==> src/rtl/pipe_collide_score.sv <==
// Collision/pass detection, BCD score and round FSM for the pipe game.
// Optional best-score register enabled by defining HIGH_SCORE_EN.
module pipe_collide_score #(
    parameter int BIRD_X       = 160,
    parameter int BIRD_W       = 16,
    parameter int BIRD_H       = 16,
    parameter int PIPE_W       = 60,
    parameter int GAP_H        = 120,
    parameter int SCREEN_H     = 480,
    parameter int DEATH_TICKS  = 30,
    parameter int SCORE_DIGITS = 3
) (
    input  logic                      clk,
    input  logic                      reset,
    input  logic                      tick,
    input  logic                      start,
    input  logic [9:0]                pipe_x,
    input  logic [9:0]                gap_y,
    input  logic [9:0]                bird_y,
    output logic                      freeze,
    output logic                      round_rst,
    output logic                      game_over,
    output logic [4*SCORE_DIGITS-1:0] score_bcd,
    output logic                      score_pulse,
    output logic [1:0]                state,
    output logic [4*SCORE_DIGITS-1:0] hi_score_bcd
);
    localparam int SW    = 4 * SCORE_DIGITS;
    localparam int CNT_W = (DEATH_TICKS > 1) ? $clog2(DEATH_TICKS) : 1;

    localparam logic [10:0] L_BIRD_X   = 11'(BIRD_X);
    localparam logic [10:0] L_BIRD_R   = 11'(BIRD_X + BIRD_W);
    localparam logic [10:0] L_BIRD_H   = 11'(BIRD_H);
    localparam logic [10:0] L_PIPE_W   = 11'(PIPE_W);
    localparam logic [10:0] L_HALF_GAP = 11'(GAP_H / 2);
    localparam logic [10:0] L_SCREEN_H = 11'(SCREEN_H);
    localparam logic [CNT_W-1:0] L_CNT_LAST = CNT_W'(DEATH_TICKS - 1);

    typedef enum logic [1:0] {
        S_IDLE  = 2'd0,
        S_PLAY  = 2'd1,
        S_DYING = 2'd2,
        S_OVER  = 2'd3
    } state_t;

    state_t           r_state, w_state_nx;
    logic [CNT_W-1:0] r_cnt, w_cnt_nx;
    logic [SW-1:0]    r_score, w_score_nx;
    logic             r_pulse, w_pulse_nx;
    logic             r_rr, w_rr_nx;
    logic [9:0]       r_prev_x, w_prev_nx;

    function automatic logic [SW-1:0] bcd_inc(input logic [SW-1:0] v);
        logic [SW-1:0] r;
        logic          c;
        r = v;
        c = 1'b1;
        for (int i = 0; i < SCORE_DIGITS; i++) begin
            if (c) begin
                if (v[4*i +: 4] == 4'd9) begin
                    r[4*i +: 4] = 4'd0;
                end else begin
                    r[4*i +: 4] = v[4*i +: 4] + 4'd1;
                    c = 1'b0;
                end
            end
        end
        return r;
    endfunction

    function automatic logic bcd_is_max(input logic [SW-1:0] v);
        logic m;
        m = 1'b1;
        for (int i = 0; i < SCORE_DIGITS; i++) begin
            if (v[4*i +: 4] != 4'd9) m = 1'b0;
        end
        return m;
    endfunction

    // Geometry in 11 bits so sums of 10-bit coordinates never wrap.
    logic [10:0] w_px, w_gy, w_by, w_prev, w_gap_top, w_gap_bot, w_bird_bot;
    logic        w_ground, w_h_overlap, w_hit, w_pass;

    assign w_px       = {1'b0, pipe_x};
    assign w_gy       = {1'b0, gap_y};
    assign w_by       = {1'b0, bird_y};
    assign w_prev     = {1'b0, r_prev_x};
    assign w_gap_top  = (w_gy >= L_HALF_GAP) ? (w_gy - L_HALF_GAP) : 11'd0;
    assign w_gap_bot  = w_gy + L_HALF_GAP;
    assign w_bird_bot = w_by + L_BIRD_H;
    assign w_ground   = (w_bird_bot >= L_SCREEN_H);
    assign w_h_overlap = (w_px < L_BIRD_R) && ((w_px + L_PIPE_W) > L_BIRD_X);
    assign w_hit  = w_ground ||
                    (w_h_overlap && ((w_by < w_gap_top) || (w_bird_bot > w_gap_bot)));
    assign w_pass = (w_px <= w_prev) && ((w_prev + L_PIPE_W) > L_BIRD_X) &&
                    ((w_px + L_PIPE_W) <= L_BIRD_X);

    always_comb begin
        w_state_nx = r_state;
        w_cnt_nx   = r_cnt;
        w_score_nx = r_score;
        w_pulse_nx = 1'b0;
        w_rr_nx    = 1'b0;
        w_prev_nx  = tick ? pipe_x : r_prev_x;
        case (r_state)
            S_IDLE: begin
                if (start) w_state_nx = S_PLAY;
            end
            S_PLAY: begin
                if (tick) begin
                    if (w_hit) begin
                        w_state_nx = S_DYING;
                        w_cnt_nx   = '0;
                    end else if (w_pass && !bcd_is_max(r_score)) begin
                        w_score_nx = bcd_inc(r_score);
                        w_pulse_nx = 1'b1;
                    end
                end
            end
            S_DYING: begin
                if (tick) begin
                    if (r_cnt == L_CNT_LAST) w_state_nx = S_OVER;
                    else                     w_cnt_nx   = r_cnt + 1'b1;
                end
            end
            S_OVER: begin
                if (start) begin
                    w_state_nx = S_IDLE;
                    w_score_nx = '0;
                    w_rr_nx    = 1'b1;
                end
            end
            default: w_state_nx = S_IDLE;
        endcase
    end

    always_ff @(posedge clk or negedge reset) begin
        if (!reset) begin
            r_state  <= S_IDLE;
            r_cnt    <= '0;
            r_score  <= '0;
            r_pulse  <= 1'b0;
            r_rr     <= 1'b0;
            r_prev_x <= 10'd639;
        end else begin
            r_state  <= w_state_nx;
            r_cnt    <= w_cnt_nx;
            r_score  <= w_score_nx;
            r_pulse  <= w_pulse_nx;
            r_rr     <= w_rr_nx;
            r_prev_x <= w_prev_nx;
        end
    end

`ifdef HIGH_SCORE_EN
    logic [SW-1:0] r_hi;

    // Packed BCD compares in the same order as the decimal values.
    always_ff @(posedge clk or negedge reset) begin
        if (!reset) begin
            r_hi <= '0;
        end else if (r_state == S_DYING && w_state_nx == S_OVER && r_score > r_hi) begin
            r_hi <= r_score;
        end
    end

    assign hi_score_bcd = r_hi;
`else
    assign hi_score_bcd = '0;
`endif

    assign state       = r_state;
    assign freeze      = (r_state != S_PLAY);
    assign game_over   = (r_state == S_OVER);
    assign round_rst   = r_rr;
    assign score_pulse = r_pulse;
    assign score_bcd   = r_score;
endmodule

==> config.mk <==
export PLATFORM = sky130hd
export DESIGN_NAME = pipe_collide_score
export DESIGN_NICKNAME = d
export VERILOG_FILES = /design/src/rtl/pipe_collide_score.sv
export SDC_FILE = /design/constraint.sdc
export NUM_CORES = 1
export LEC_CHECK = 0
export CAP_MARGIN = 20
export CORE_UTILIZATION = 40
export CTS_BUF_LIST = sky130_fd_sc_hd__clkbuf_4 sky130_fd_sc_hd__clkbuf_8
export CTS_CLUSTER_SIZE = 30
export DETAILED_ROUTE_END_ITERATION = 12
export GPL_ROUTABILITY_DRIVEN = 0
export PLACE_DENSITY_LB_ADDON = 0.08
export SKIP_CTS_REPAIR_TIMING = 1
export SLEW_MARGIN = 25
export SYNTH_ARGS = -nofsm -noshare
export SYNTH_HDL_FRONTEND = slang
export SYNTH_SLANG_ARGS = --single-unit
==> constraint.sdc <==
create_clock -name clk -period 4.3 [get_ports clk]
set_input_delay 0.43 -clock clk [delete_from_list [all_inputs] [get_ports clk]]
set_output_delay 0.43 -clock clk [all_outputs]
set_load 0.02 [all_outputs]
==> metrics list <==
* Worst Setup Slack, final: 0.460 ns
- Hold WC Path Type: reg2reg
- In the routed design, unresolved DRC markers number 0.
- Yosys mapped a number of flops with a built-in enable equal to 0.
- The run finished with clean final reports.
- The share of synthesized area in the top cell type comes to 0.196.
* Share of layout cells above drive strength 1: 0.0775
- Cell count after synthesis: 357
- Leaving out fill and tap cells, the most frequent cell in the layout is sky130_fd_sc_hd__clkdlybuf4s50_1.
- The first global-routing pass estimated about 11,000 um of wire.
- Measured against its own limit, the worst slew margin works out to 0.598.
* Seq cells post-synth: 31
- DIE HEIGHT: between 80 and 90 um
- Syn avg cell area: 8.41 sq um
- For this run, the total global-route usage over all layers was measured as 0.180.
* Root Driver: sky130_fd_sc_hd__clkbuf_8
- Number of antenna violations at the first check in global routing: 0
* Pwr/cell area: ~430 mW/mm^2
- Vias in the first global route: 2,447
- At the pin with the least slew margin, the transition time is 0.599 ns.
- Utilization after layout: 0.513
* Hold Vio Cnt, Final: 0
* Fin. max-slew vios: 0
- Crit-path max FO: 10
* Number of diodes added for antenna fixing: 0
* Reg clk slew, reported paths: 0.08 ns
- After floorplanning, the core was divided into 31 placement rows.
* Detailed-router iteration count before antenna repair: 4
- Number of H-tree levels: 2
- Main synth FF type: sky130_fd_sc_hd__dfrtp_1
- Total of fill cells in the finished design: between 600 and 700
- Dividing the detail-routed wire length by the instance count gives 12.9 um.
* Average vias per placed instance: 5.10
* Critical path launch point: gap_y[8]
- Number of setup violations in the final report: 0
- Area Overhead vs Synth: 23.8%
- Commonest cells after routing, fill and taps aside: 51 x sky130_fd_sc_hd__clkdlybuf4s50_1, 47 x sky130_fd_sc_hd__ha_1, 36 x sky130_fd_sc_hd__nand2_1, 35 x sky130_fd_sc_hd__inv_1, 25 x sky130_fd_sc_hd__o21ai_0
* Initial core utilization: 0.414
- Number of buffers on the longest clock path: 2
* Later-pin clock latency in the skew report: roughly 0.28 ns
- The largest total area in the synthesized netlist belongs to sky130_fd_sc_hd__ha_1.
- After synthesis the cells add up to 0.00300 sq mm.
- End of the worst register-to-register path: score_bcd[9]
- Register-to-register setup slack: about 1.3 ns
* Worst R2R Start: r_prev_x[5]
- Summed over all failing endpoints, the final setup total negative slack is 0 ns.
- Of all flip-flops after synthesis, the portion carrying an async set or reset was 1.00.
- Die footprint: 0.00786 sq mm
- The die is between 80 and 90 um wide.
- Crit path capture type: flip-flop
* Required time reported for the critical path endpoint: approximately 4.5 ns
* Max-cap violations: 0
* Final critical-path share of the clock period: 0.893
- TritonCTS Buffers: 5
- Start-to-end type of the worst setup path: in2reg
* Maximum number of pins on one net before global-route repair: 32
- Setup repair after global routing missed its margin: no
- In this run the remaining antenna-violating nets after routing total 0.
* Min Clock Period, post-route: about 3.8 ns
- Setup slack at placement: between 0.15 and 0.2 ns
* Leakage: around 1.7 nW
* Number of nets in the final layout: approximately 500
- The worst-case IR drop observed on VDD is between 0.00015 and 0.0002 V.
* Startpoint kind of the worst setup timing path: input port
* DR iter-0 viols: 50
* Fraction of the yosys area taken by sequential cells: 0.262
- Ranked by total cell area, the synthesized netlist is headed by sky130_fd_sc_hd__ha_1 20%, sky130_fd_sc_hd__dfrtp_1 19%, sky130_fd_sc_hd__dfstp_2 7.0%, sky130_fd_sc_hd__nand2_1 4.5%, sky130_fd_sc_hd__inv_1 4.4%.
- During I/O placement, the number of pins put on the boundary was 64.
- Core area: a little over 0.007 sq mm
- Critical path data arrival time: 4.04 ns
- During synthesis, Yosys emitted a total of 0 warnings.
- TritonCTS built the clock tree.
- The clock net in this run drives a total of 31 sinks.
- Vias: roughly 2,600
- DP Wirelength: 5370 um
- The number of cells on the worst reg-to-reg path is 11.
* Critical path destination: r_cnt[4]
* Setup skew after layout: around 0.012 ns
- Count of distinct cell types in the synthesized netlist: 54
- Total routed wirelength: 6610 um
- During placement, the flow inserted port buffers numbering 51.
- Achievable frequency: between 200 and 300 MHz
* GRT Residual Overflow: 0
worst max-delay path, cell delays in order:
cell	delay, ns
sky130_fd_sc_hd__clkdlybuf4s50_1	0.55
sky130_fd_sc_hd__nor4_4	0.38
sky130_fd_sc_hd__nor2b_1	0.22
sky130_fd_sc_hd__o31ai_1	0.09
sky130_fd_sc_hd__buf_4	0.16
sky130_fd_sc_hd__nand2_1	0.06
sky130_fd_sc_hd__ha_1	0.25
sky130_fd_sc_hd__a21oi_1	0.14
sky130_fd_sc_hd__a21boi_0	0.12
sky130_fd_sc_hd__a2111oi_0	0.38
sky130_fd_sc_hd__a21oi_1	0.15
sky130_fd_sc_hd__a21oi_1	0.22
sky130_fd_sc_hd__o21ai_1	0.23
sky130_fd_sc_hd__or4b_1	0.56
sky130_fd_sc_hd__o21ai_0	0.09
per-layer routing:
layer  wire length (um)  global-route usage  share of wire
met1               3100               0.232           0.47
met2               3110               0.314           0.47
met3                329              0.0289          0.050
met4                 79              0.0469          0.012
met5                  0                   0              0
per-stage QoR:
stage          power [mW]  std cells  area [sq um]  hold WS [ns]
2_1_floorplan        1.01        368          3040         0.134
3_3_place_gp         1.29        504          3600         0.497
3_5_place_dp         1.31        504          3600         0.510
4_1_cts              1.62        512          3720         0.524
5_1_grt              1.75        512          3720         0.560
6_report             1.60        512          3720         0.521
kinds of logic after synthesis:
kind of cell / Yosys count / synth area share
fa+ha+maj: 47 / 0.196
mux: 8 / 0.0287
other cells: 1 / 0.00125
buf+inv: 56 / 0.0863
compound gates: 75 / 0.166
flops: 31 / 0.262
xor+xnor: 14 / 0.0408
simple gates: 125 / 0.220
where the power goes:
part / internal [mW] / switching (mW) / leakage (nW) / total [mW]
Clock: 0.188 / 0.115 / 0.0612 / 0.302
Sequential: 0.374 / 0.0845 / 0.376 / 0.458
Combinational: 0.381 / 0.459 / 1.25 / 0.840
Total: 0.942 / 0.658 / 1.69 / 1.60
worst min-delay path by stage:
stage                  from           end  slack [ns]  cells past startpoint
2_1_floorplan         reset      r_cnt[0]        0.13                      0
3_3_place_gp    r_prev_x[5]   r_prev_x[5]        0.50                      2
3_5_place_dp   score_bcd[3]  score_bcd[3]        0.51                      1
4_1_cts        score_bcd[3]  score_bcd[3]        0.52                      1
5_1_grt         r_prev_x[1]   r_prev_x[1]        0.56                      2
6_report       score_bcd[3]  score_bcd[3]        0.52                      1
layout make-up:
class	instances	area (sq um)	area share
clock buffers	6	82.6	0.0222
clock inverters	2	35.0	0.00942
inverters	36	135	0.0364
multi-input cells	281	2000	0.538
flip-flops and latches	31	786	0.211
well taps	99	124	0.0333
repair buffers	57	556	0.149
cells in the mapped netlist, drive strengths merged, types with 7 or more instances:
master / number
nand2: 36
nor2: 23
nand2b: 7
a21oi: 14
dfstp: 8
ha: 47
o21ai: 27
inv: 36
nor3: 7
nand3: 15
xor2: 10
buf: 15
dfrtp: 23
sequential cells by signal, summed over array words and instances (netlist names):
name / cells
r_cnt: 5
score_pulse: 1
round_rst: 1
score_bcd: 12
r_prev_x: 10
state: 2
Note: power is estimated with default switching activity, not from simulation.
